<file path="src/rtl/serial_addsub.sv">
// Bit-serial adder/subtractor: one full-adder step per clock, LSB first.
// A start in IDLE or DONE latches the operands; WIDTH cycles later the
// result and flags are loaded together and done pulses for one cycle.
module serial_addsub #(
    parameter int unsigned WIDTH = 64
) (
    input  logic             clk,
    input  logic             rst_n,
    input  logic             start,
    input  logic             sub,
    input  logic [WIDTH-1:0] a,
    input  logic [WIDTH-1:0] b,
    output logic             busy,
    output logic             done,
    output logic [WIDTH-1:0] result,
    output logic             zf,
    output logic             sf,
    output logic             of,
    output logic             cout
);

    localparam int unsigned CW = $clog2(WIDTH);

    typedef enum logic [1:0] {
        IDLE = 2'd0,
        RUN  = 2'd1,
        DONE = 2'd2
    } state_t;

    state_t           state;
    state_t           state_next;

    logic [WIDTH-1:0] a_sh;
    logic [WIDTH-1:0] b_sh;
    logic [WIDTH-2:0] sum_sh;
    logic             carry;
    logic [CW-1:0]    cnt;

    logic             load_c;
    logic             step_c;
    logic             last_c;
    logic             sum_bit_c;
    logic             carry_next_c;
    logic [WIDTH-1:0] sum_final_c;

    // Full-adder slice on the current LSBs; sum_final_c is the complete sum on the last step
    assign last_c       = (cnt == CW'(WIDTH - 1));
    assign sum_bit_c    = a_sh[0] ^ b_sh[0] ^ carry;
    assign carry_next_c = (a_sh[0] & b_sh[0]) | (a_sh[0] & carry) | (b_sh[0] & carry);
    assign sum_final_c  = {sum_bit_c, sum_sh};

    // State register
    always_ff @(posedge clk or negedge rst_n) begin
        if (!rst_n) begin
            state <= IDLE;
        end else begin
            state <= state_next;
        end
    end

    // Next-state and datapath control; start is ignored while running
    always_comb begin
        state_next = state;
        load_c     = 1'b0;
        step_c     = 1'b0;
        case (state)
            IDLE: begin
                if (start) begin
                    load_c     = 1'b1;
                    state_next = RUN;
                end
            end
            RUN: begin
                step_c = 1'b1;
                if (last_c) begin
                    state_next = DONE;
                end
            end
            DONE: begin
                if (start) begin
                    load_c     = 1'b1;
                    state_next = RUN;
                end else begin
                    state_next = IDLE;
                end
            end
            default: begin
                state_next = IDLE;
            end
        endcase
    end

    // Operand shifters, carry, partial sum and bit counter
    always_ff @(posedge clk or negedge rst_n) begin
        if (!rst_n) begin
            a_sh   <= '0;
            b_sh   <= '0;
            sum_sh <= '0;
            carry  <= 1'b0;
            cnt    <= '0;
        end else if (load_c) begin
            a_sh   <= a;
            b_sh   <= sub ? ~b : b;
            sum_sh <= '0;
            carry  <= sub;
            cnt    <= '0;
        end else if (step_c) begin
            a_sh   <= a_sh >> 1;
            b_sh   <= b_sh >> 1;
            sum_sh <= sum_final_c[WIDTH-1:1];
            carry  <= carry_next_c;
            cnt    <= cnt + CW'(1);
        end
    end

    // Registered status, and result/flags captured only on the final bit
    always_ff @(posedge clk or negedge rst_n) begin
        if (!rst_n) begin
            busy   <= 1'b0;
            done   <= 1'b0;
            result <= '0;
            zf     <= 1'b0;
            sf     <= 1'b0;
            of     <= 1'b0;
            cout   <= 1'b0;
        end else begin
            busy <= (state_next == RUN);
            done <= (state_next == DONE);
            if (step_c && last_c) begin
                result <= sum_final_c;
                zf     <= (sum_final_c == '0);
                sf     <= sum_bit_c;
                of     <= (a_sh[0] == b_sh[0]) && (sum_bit_c != a_sh[0]);
                cout   <= carry_next_c;
            end
        end
    end

endmodule

</file>
<file path="config.mk">
export PLATFORM = sky130hd
export DESIGN_NAME = serial_addsub
export DESIGN_NICKNAME = d
export VERILOG_FILES = /design/src/rtl/serial_addsub.sv
export SDC_FILE = /design/constraint.sdc
export NUM_CORES = 1
export LEC_CHECK = 0
export CAP_MARGIN = 20
export CORE_ASPECT_RATIO = 0.5
export CORE_MARGIN = 2
export CORE_UTILIZATION = 55
export CTS_CLUSTER_DIAMETER = 60
export DETAILED_ROUTE_END_ITERATION = 7
export HOLD_SLACK_MARGIN = 0.05
export PLACE_DENSITY = 0.94
export SYNTH_ARGS = -nofsm -noshare
export SYNTH_HDL_FRONTEND = slang
export SYNTH_SLANG_ARGS = --single-unit
</file>
<file path="constraint.sdc">
create_clock -name clk -period 4.3 [get_ports clk]
set_input_delay 0.86 -clock clk [delete_from_list [all_inputs] [get_ports clk]]
set_output_delay 0.86 -clock clk [all_outputs]
set_load 0.05 [all_outputs]
</file>
After elaboration in Yosys (flattened, before gate mapping)
Index checks and enable logic that the tools add are counted.

storage, ports and cells
  register bits = 270
  bits in latches = 0
  bits in writable memories = 0
  bits in read-only memories = 0
  bits of input ports = 132
  memories = 0

operators by class
  $add $sub $neg = 1
  $mul = 0
  divide/modulo/power cells = 0
  $lt $le $gt $ge = 0
  equality and inequality tests = 7
  shift-type cells = 0
  mux-type cells = 18
  bitwise logic cells = 8
  reductions and logical operators = 6

operators by type and width
  operator                                        number
  two-way mux 64 bit                              5
  two-way mux 63 bit                              2
  logical NOT 64 bit                              1
  NOT 64 bit                                      1
  two-way mux 6 bit                               2
  adder 6 x 1 -> 6 bit (second input constant)    1
  == test 6 bit (second input constant)           1
  two-way mux 1 bit                               6
  one-hot mux 2 bit (3 select lines)              1
  == test 2 x 1 -> 1 bit (second input constant)  2
  == test 2 bit (second input constant)           2
  two-way mux 2 bit                               2
  AND 1 bit                                       3
  logical AND 1 bit                               2
  logical NOT 2 bit                               1
  OR 1 bit                                        2
  nonzero test 2 bit                              1
  OR reduction 2 bit                              1
  bitwise XOR 1 bit                               2
  == test 1 bit                                   1
  != test 1 bit                                   1

Longest topological paths before layout
Gate-level depths: netlist (run 1).

  word-level depth = 5
  mapped depth = 7

Worst setup path after synthesis (run 1)
No wires, ideal clock.

  kind = input to register
  from = input port start
  to = register a_sh[63]
  data arrival time = 1.873 ns
  required time = 4.234 ns
  path slack = 2.361 ns
  stages on the path = 5
  cell sequence = nor2b_1 -> clkbuf_1 -> nor2_1 -> clkbuf_1 -> a22o_1

between the ends
  word-level cells in the longest chain between the ends = 3
  elaborated cells between the ends (all ways) = 4

RTL lines
  element                                                   RTL line  text
  start: declaration                                        9         input logic start,
  two-way mux 1 bit *                                       68, 80
  two-way mux 1 bit *                                       n/a
  two-way mux 64 bit or nonzero test 2 bit (tied branches)  n/a
  end signal: assignment                                    108       a_sh <= a_sh >> 1;
  end: declaration                                          33        logic [WIDTH-1:0] a_sh;

Mark *: on every way between the ends. The rest lies on a longest branch, timed or not.
A chain may end at the register's enable or synchronous reset.

Worst setup path in the final report (run 1)
  from = register state[0]
  to = register result[23]

between the ends
  word-level cells in the longest chain between the ends = 3

RTL lines
  element                   RTL line  text
  start: declaration        30        state_t state;
  start signal: assignment  57        state <= state_next;
  == test 2 x 1 -> 1 bit    66        case (state)
  two-way mux 1 bit         66
  logical AND 1 bit         129       if (step_c && last_c) begin
  end signal: assignment    130       result <= sum_final_c;
  end: declaration          15        output logic [WIDTH-1:0] result,

Every way passes these cells.

==> results of run 1 <==
[metal layers]
layer  share of wire (%)  track usage (%)
met1                  42             31.8
met2                  49             40.2
met3                 4.6             3.21
met4                 3.6             9.41
met5                   0                0
[sequential cells by signal, summed over array words and instances (netlist names)]
name / count
done: 1
of: 1
cout: 1
sum_sh: 63
b_sh: 64
carry: 1
busy: 1
state: 2
result: 64
zf: 1
a_sh: 64
cnt: 6
[critical path, cell delays in order, from the launching register on]
cell	delay [ns]
sky130_fd_sc_hd__dfrtp_1	0.45
sky130_fd_sc_hd__nand2b_4	0.44
sky130_fd_sc_hd__or3_4	0.79
sky130_fd_sc_hd__buf_4	0.57
sky130_fd_sc_hd__mux2_4	0.35
[cell type report]
cell class | count | area (um2)
multi-input cells | 753 | 4700
diodes | 1 | 2.50
well taps | 292 | 365
clock buffers | 36 | 717
repair buffers | 212 | 2150
clock inverters | 5 | 28.8
inverters | 2 | 7.51
flip-flops and latches | 269 | 6730
fillers | 1406 | 6180
[power breakdown]
group          total, mW  internal (mW)  switching [mW]
Sequential          4.06           3.42           0.643
Clock               2.06           1.15           0.914
Combinational       2.95           1.25            1.70
Total               9.08           5.82            3.26
[through the flow]
step	cells	cell area, um2	power [mW]	hold slack, ns	utilization (%)
after floorplan	1112	11900	6.11	0.445	-
after detailed placement	1528	13900	7.01	0.471	66.8
after global placement	1528	13900	6.78	0.461	66.8
after global routing	1570	14700	9.66	0.501	70.4
after CTS	1569	14700	9.10	0.479	70.4
final	1570	14700	9.08	0.406	70.4
[cell families (layout without fill, tap and decap cells)]
group	after synthesis	after routing	share of synthesized area, %
compound gates	200	200	11.9
xor+xnor	67	67	4.94
fa+ha+maj	3	3	0.379
buf+inv	90	255	3.99
flops	269	269	56.7
mux	65	65	8.19
other cells	0	1	0
simple gates	418	418	13.9
[final timing paths]
path | from | endpoint | slack [ns] | depth (start not counted)
hold reg to reg | a_sh[1]$_DFFE_PN0P_ | a_sh[1]$_DFFE_PN0P_ | 0.49 | 2
setup reg to reg | state[0]$_DFF_PN0_ | result[23]$_DFFE_PN0P_ | 1.56 | 4
setup / recovery | state[0]$_DFF_PN0_ | result[23]$_DFFE_PN0P_ | 1.56 | 4
max in group asynchronous | rst_n | b_sh[31]$_DFFE_PN0P_ | 2.76 | 2
min in group clk | a_sh[1]$_DFFE_PN0P_ | a_sh[1]$_DFFE_PN0P_ | 0.49 | 2
hold / removal | rst_n | b_sh[17]$_DFFE_PN0P_ | 0.41 | 1
[cells in the final DEF, fill, tap and decap left out, drive strengths merged]
master         Yosys  routed
a22o              65      65
a22oi              4       4
a31oi            123     123
buf               23      13
clkbuf            65      36
clkdlybuf4s50      0     199
clkinv             0       4
dfrtp            269     269
diode              0       1
fa                 1       1
ha                 2       2
inv                2       3
mux2              65      65
nand2            262     262
nand2b             2       2
nand3              2       2
nand4              6       6
nor2             126     126
nor2b              2       2
nor4              16      16
o211ai             1       1
o21ai              5       5
o31ai              2       2
or3                1       1
or4                1       1
xnor2              2       2
xor2              65      65
==> impl_table.tex, run 1 <==
\begin{tabular}{lr}
\hline
Metric & Value \\
\hline
\multicolumn{2}{l}{\textbf{Synth}} \\
\quad Total of flip-flops plus latches after synthesis & 269 \\
\quad Predominant post-synthesis flop cell & sky130\_fd\_sc\_hd\_\_dfrtp\_1 \\
\quad Register area share after synthesis & 56.7\% \\
\quad Synth Instances & 1112 \\
\quad Number of flops mapped to enable cells by yosys & 0 \\
\quad Share of the synthesized area in the top cell type & 56.7\% \\
\quad Post-Synthesis Cell Area & 11900 um2 \\
\quad Synth top cells by count & sky130\_fd\_sc\_hd\_\_dfrtp\_1 (269), sky130\_fd\_sc\_hd\_\_nand2\_1 (262), sky130\_fd\_sc\_hd\_\_nor2\_1 (126), sky130\_fd\_sc\_hd\_\_a31oi\_1 (123) \\
\quad Top-count cell post-synth & sky130\_fd\_sc\_hd\_\_dfrtp\_1 \\
\quad Net count after synthesis & 1247 \\
\quad Dominant cell type by area after synthesis & sky130\_fd\_sc\_hd\_\_dfrtp\_1 \\
\quad Distinct cell type count after synthesis & 29 \\
\quad Mean instance size in the synthesized netlist & 10.7 um2 \\
\quad Count of synthesis-stage warnings from yosys & 0 \\
\quad Largest cells by area after synthesis & sky130\_fd\_sc\_hd\_\_dfrtp\_1 (57\%), sky130\_fd\_sc\_hd\_\_nand2\_1 (8.3\%), sky130\_fd\_sc\_hd\_\_mux2\_4 (8.1\%) \\
\quad FFs w/ async S/R, synth & 100\% \\
\multicolumn{2}{l}{\textbf{Clock tree}} \\
\quad Clock tree from TritonCTS & done \\
\quad Post-CTS Repair Setup Buffers & 0 \\
\quad Clock transition at the register clock pins on the worst setup and hold paths after CTS & 0.06 ns \\
\quad H-tree levels & 1 \\
\quad Maximum buffer depth of the clock tree & 3 \\
\quad CTS buffer count & 24 \\
\quad Buffer type at the clock tree root & sky130\_fd\_sc\_hd\_\_clkbuf\_16 \\
\quad Number of sinks on the clock net & 269 \\
\quad Worst-skew pair later-pin latency & 0.51 ns \\
\quad Number of instances resized during post-cts repair & 0 \\
\quad Hold buffers post-CTS & 0 \\
\multicolumn{2}{l}{\textbf{Cells and area}} \\
\quad Signed area change from the synthesized netlist to the final layout & 23.8\% \\
\quad Total number of nets in the final design & 1397 \\
\quad Share of layout cells above drive strength 1 & 9.32\% \\
\multicolumn{2}{l}{\textbf{Die}} \\
\quad Number of rows created at floorplan & 37 \\
\quad Number of top-level design ports & 202 \\
\quad Starting Density & 56.9\% \\
\quad Width of the die & 212 um \\
\quad Area enclosed by the die boundary & 22900 um2 \\
\quad Std-Cell Core Area & 20900 um2 \\
\quad Floorplan die height & 108 um \\
\multicolumn{2}{l}{\textbf{STA}} \\
\quad Worst max-slew margin expressed relative to the limit & 31.9\% \\
\quad Final setup violation count & 0 \\
\quad Total Neg Setup Slack & 0 ns \\
\quad Maximum operating frequency & 365 MHz \\
\quad Clock period minus worst slack & 2.74 ns \\
\quad Crit share post-route & 63.8\% \\
\quad Minimum setup slack in the final design & 1.56 ns \\
\quad RSZ-0062 raised after global routing & false \\
\quad Final max-slew violation count & 0 \\
\quad Hold violation count in the final report & 0 \\
\quad Setup skew after layout & 0.00735 ns \\
\quad Slew @ Worst Pin & 1.02 ns \\
\multicolumn{2}{l}{\textbf{Route}} \\
\quad Total wirelength of the detailed-routed design & 26900 um \\
\quad Count of antenna-violating nets left after detailed routing & 0 \\
\quad Average wire length per cell after detail routing & 17.1 um \\
\quad DRT iter0 DRCs & 639 \\
\quad Vias per inst & 5.64 \\
\quad DR pass1 iterations & 7 \\
\quad DRC & 0 \\
\quad Vias & 8860 \\
\multicolumn{2}{l}{\textbf{GRT}} \\
\quad Largest net degree at the start of global routing & 124 \\
\quad Combined global-route utilization of all metal layers & 23.9\% \\
\quad Overall overflow remaining after global route & 0 \\
\quad Number of global-route vias before repair & 8575 \\
\quad Global-route wire length before repair & 43700 um \\
\quad Initial antenna violation count & 1 \\
\multicolumn{2}{l}{\textbf{Pwr}} \\
\quad Leakage power of the design & 6.81 nW \\
\quad VDD IR max & 0.000272 V \\
\quad Total power density per cell area & 618 nW/um2 \\
\multicolumn{2}{l}{\textbf{Worst setup path}} \\
\quad Required time of the critical path & 4.70 ns \\
\quad Maximum fanout count along the critical path & 49 \\
\quad Crit. End Element & flop \\
\quad Critical Path Source Type & flop \\
\quad Path type of the worst setup path & reg -> reg \\
\quad Data arrival time at the worst-slack endpoint & 3.14 ns \\
\multicolumn{2}{l}{\textbf{Hold path}} \\
\quad Hold Crit Class & in -> async \\
\multicolumn{2}{l}{\textbf{Run status}} \\
\quad Result of the run & finished, final reports clean \\
\multicolumn{2}{l}{\textbf{Flow run}} \\
\quad Maxcap violations & 0 \\
\multicolumn{2}{l}{\textbf{Place}} \\
\quad Post-Place Setup Slack & 1.52 ns \\
\quad Gpl congestion & 0.828 \\
\quad Port Buffers & 201 \\
\quad DP Wirelength & 17400 um \\
\hline
\end{tabular}
(Power assumes the default switching activity.)
==> run 2, diff against run 1 <==
- CORE_UTILIZATION: 55 -> 53
- PLACE_DENSITY: 0.94 -> 0.92
- clock period: 4.3 -> 2.6 ns (I/O delays scaled with it)
==> run 2 against run 1 <==
Net effect: via count grew 0.74%; clock-buffer cell count rose by 2; total power is 70% higher; critical path type is now reg -> out; final area is 1.9% higher; non-clock buffer count rose by 9; first-iteration DRC count rose by 13%; largest power group unchanged; routed wire length grew 1.1%; die area grew 3.7%.
==> impl_table.tex, run 2 (synthesis gave the netlist of run 1 again) <==
\begin{tabular}{lr}
\hline
Metric & Value \\
\hline
\multicolumn{2}{l}{\textbf{Place}} \\
\quad Post-Place Setup Slack & 0.238 ns \\
\quad DP Wirelength & 17600 um \\
\quad Area of placed instances & 14100 um2 \\
\quad Port Buffers & 201 \\
\quad Placed Cells & 1543 \\
\quad Gpl congestion & 0.827 \\
\multicolumn{2}{l}{\textbf{Cells and area}} \\
\quad Largest regs & a\_sh: 64 flops, b\_sh: 64 flops, result: 64 flops \\
\quad Multi-input gate area in the final layout & 4700 um2 \\
\quad Fill cells & 1551 \\
\quad Most frequent cells in the layout & sky130\_fd\_sc\_hd\_\_dfrtp\_1 (269), sky130\_fd\_sc\_hd\_\_nand2\_1 (262), sky130\_fd\_sc\_hd\_\_clkdlybuf4s50\_1 (199) \\
\quad Total number of nets in the final design & 1406 \\
\quad Share of layout cells above drive strength 1 & 10.3\% \\
\quad Leading cell type in the layout, fill and taps excluded & sky130\_fd\_sc\_hd\_\_dfrtp\_1 \\
\quad Sequential cell area & 6730 um2 \\
\quad Signed area change from the synthesized netlist to the final layout & 26.1\% \\
\quad Post-route non-filler standard cell count & 1590 \\
\quad Final standard cell area without fillers & 15000 um2 \\
\quad Core occupancy in the finished layout & 68.6\% \\
\multicolumn{2}{l}{\textbf{Worst setup path}} \\
\quad Maximum fanout count along the critical path & 2 \\
\quad Critical Path Source Type & flop \\
\quad Total number of cells along the worst setup path & 1 \\
\quad Crit-path slowest cell & sky130\_fd\_sc\_hd\_\_clkdlybuf4s50\_1 \\
\quad Internal reg-to-reg setup slack & 0.52 ns \\
\quad Biggest cell delay along the critical path & 0.84 ns \\
\quad Cells along the critical path & clkdlybuf4s50\_1 \\
\quad Data arrival time at the worst-slack endpoint & 1.73 ns \\
\quad Crit. End Element & primary output \\
\quad Critical path's top delay family & buffers and inverters \\
\quad Depth of the most critical reg-to-reg path & 5 \\
\quad Count of buffer and inverter cells on the critical path & 1 \\
\quad Required time of the critical path & 2.08 ns \\
\quad Path type of the worst setup path & reg -> out \\
\multicolumn{2}{l}{\textbf{Hold path}} \\
\quad Hold Crit Class & reg -> reg \\
\quad Hold Path Stages & 2 \\
\multicolumn{2}{l}{\textbf{Flow run}} \\
\quad Maxcap violations & 0 \\
\multicolumn{2}{l}{\textbf{Die}} \\
\quad Width of the die & 216 um \\
\quad Number of top-level design ports & 202 \\
\quad Starting Density & 54.4\% \\
\quad Std-Cell Core Area & 21800 um2 \\
\quad Floorplan die height & 110 um \\
\quad Number of rows created at floorplan & 38 \\
\quad Area enclosed by the die boundary & 23700 um2 \\
\multicolumn{2}{l}{\textbf{STA}} \\
\quad Maximum operating frequency & 444 MHz \\
\quad Total Neg Setup Slack & 0 ns \\
\quad Hold violation count in the final report & 0 \\
\quad Clock period minus worst slack & 2.25 ns \\
\quad Slew @ Worst Pin & 0.809 ns \\
\quad RSZ-0062 raised after global routing & false \\
\quad Final-layout worst hold slack & 0.491 ns \\
\quad Worst max-slew margin expressed relative to the limit & 46.0\% \\
\quad Setup skew after layout & 0.0156 ns \\
\quad Final max-slew violation count & 0 \\
\quad Minimum setup slack in the final design & 0.349 ns \\
\quad Final setup violation count & 0 \\
\quad Crit share post-route & 86.6\% \\
\multicolumn{2}{l}{\textbf{Clock tree}} \\
\quad Maximum buffer depth of the clock tree & 3 \\
\quad Buffer type at the clock tree root & sky130\_fd\_sc\_hd\_\_clkbuf\_16 \\
\quad H-tree levels & 1 \\
\quad Post-CTS Repair Setup Buffers & 0 \\
\quad CTS buffer count & 24 \\
\quad Number of sinks on the clock net & 269 \\
\quad Worst-skew pair later-pin latency & 0.51 ns \\
\quad Clock tree from TritonCTS & done \\
\quad Clock transition at the register clock pins on the worst setup and hold paths after CTS & 0.07 ns \\
\multicolumn{2}{l}{\textbf{Pwr}} \\
\quad Total power density per cell area & 1030 nW/um2 \\
\quad VDD IR max & 0.000647 V \\
\quad Tot Pwr & 15.5 mW \\
\quad Leakage power of the design & 6.93 nW \\
\multicolumn{2}{l}{\textbf{Route}} \\
\quad Routed met3 length & 1020 um \\
\quad Detailed-routing wirelength on met1 & 11800 um \\
\quad Count of antenna-violating nets left after detailed routing & 0 \\
\quad DRC & 0 \\
\quad Total wirelength of the detailed-routed design & 27200 um \\
\quad Highest routing layer actually used & met4 \\
\quad Average wire length per cell after detail routing & 17.1 um \\
\quad DRT iter0 DRCs & 719 \\
\quad Vias per inst & 5.61 \\
\quad Vias & 8926 \\
\quad DR pass1 iterations & 5 \\
\quad Wire length on met2 & 13400 um \\
\multicolumn{2}{l}{\textbf{GRT}} \\
\quad Combined global-route utilization of all metal layers & 22.6\% \\
\quad Initial antenna violation count & 1 \\
\quad Number of global-route vias before repair & 8830 \\
\quad Largest net degree at the start of global routing & 125 \\
\quad Global-route wire length before repair & 44100 um \\
\quad Overall overflow remaining after global route & 0 \\
\multicolumn{2}{l}{\textbf{Run status}} \\
\quad Result of the run & finished, final reports clean \\
\hline
\end{tabular}
run 2: changes by cell type in the layout (fill, tap and decap cells not counted):
cell                            before  now
sky130_fd_sc_hd__clkinv_2            4    2
sky130_fd_sc_hd__buf_16              0    1
sky130_fd_sc_hd__bufinv_16           0    2
sky130_fd_sc_hd__clkbuf_8            5   10
sky130_fd_sc_hd__clkinvlp_4          0    2
sky130_fd_sc_hd__inv_6               1    0
sky130_fd_sc_hd__clkbuf_1            6    3
sky130_fd_sc_hd__dlygate4sd3_1       0    1
sky130_fd_sc_hd__buf_12              4    9
sky130_fd_sc_hd__buf_4               8   10
run 2: worst paths after layout:
kind	startpoint	end
min in group asynchronous	rst_n	b_sh[11]$_DFFE_PN0P_
worst max register to register	cnt[0]$_DFFE_PN0P_	cout$_DFFE_PN0P_
worst min register to register	a_sh[1]$_DFFE_PN0P_	a_sh[1]$_DFFE_PN0P_
worst min-delay path	a_sh[1]$_DFFE_PN0P_	a_sh[1]$_DFFE_PN0P_
max in group asynchronous	rst_n	result[47]$_DFFE_PN0P_
worst max-delay path	result[8]$_DFFE_PN0P_	result[8]
run 2: what timing repair did:
action | in CTS | in global routing
hold buffers | 1 | 0
hold endpoints to repair | 65 | 0
gates resized for setup | 0 | 0
run 2: metal layers:
| metal | global-route usage [%] | vias to the layer above |
|---|---|---|
| met4 | 8.77 | 0 |
| met3 | 2.79 | 64 |
| li1 | - | 4123 |
| met5 | 0 | - |
| met1 | 30.0 | 4479 |
| met2 | 38.8 | 260 |
run 2: where the power goes:
part	leakage [nW]	switching, mW	internal [mW]
clock network	0.420	1.52	2.24
registers	3.46	1.06	5.65
logic	3.05	2.85	2.15
run 2: cell type report:
class | count | share of cell area [%]
timing repair buffer | 221 | 15.4
tap | 300 | 2.51
clock inverter | 6 | 0.568
multi-input combinational | 753 | 31.4
sequential | 269 | 45.0
antenna | 1 | 0.0167
inverter | 2 | 0.0501
clock buffer | 38 | 5.17
==> run 3, diff against run 2 <==
- TNS_END_PERCENT: default -> 50
==> results of run 3 <==
The final DEF is identical to that of run 2; final timing and power are the same.
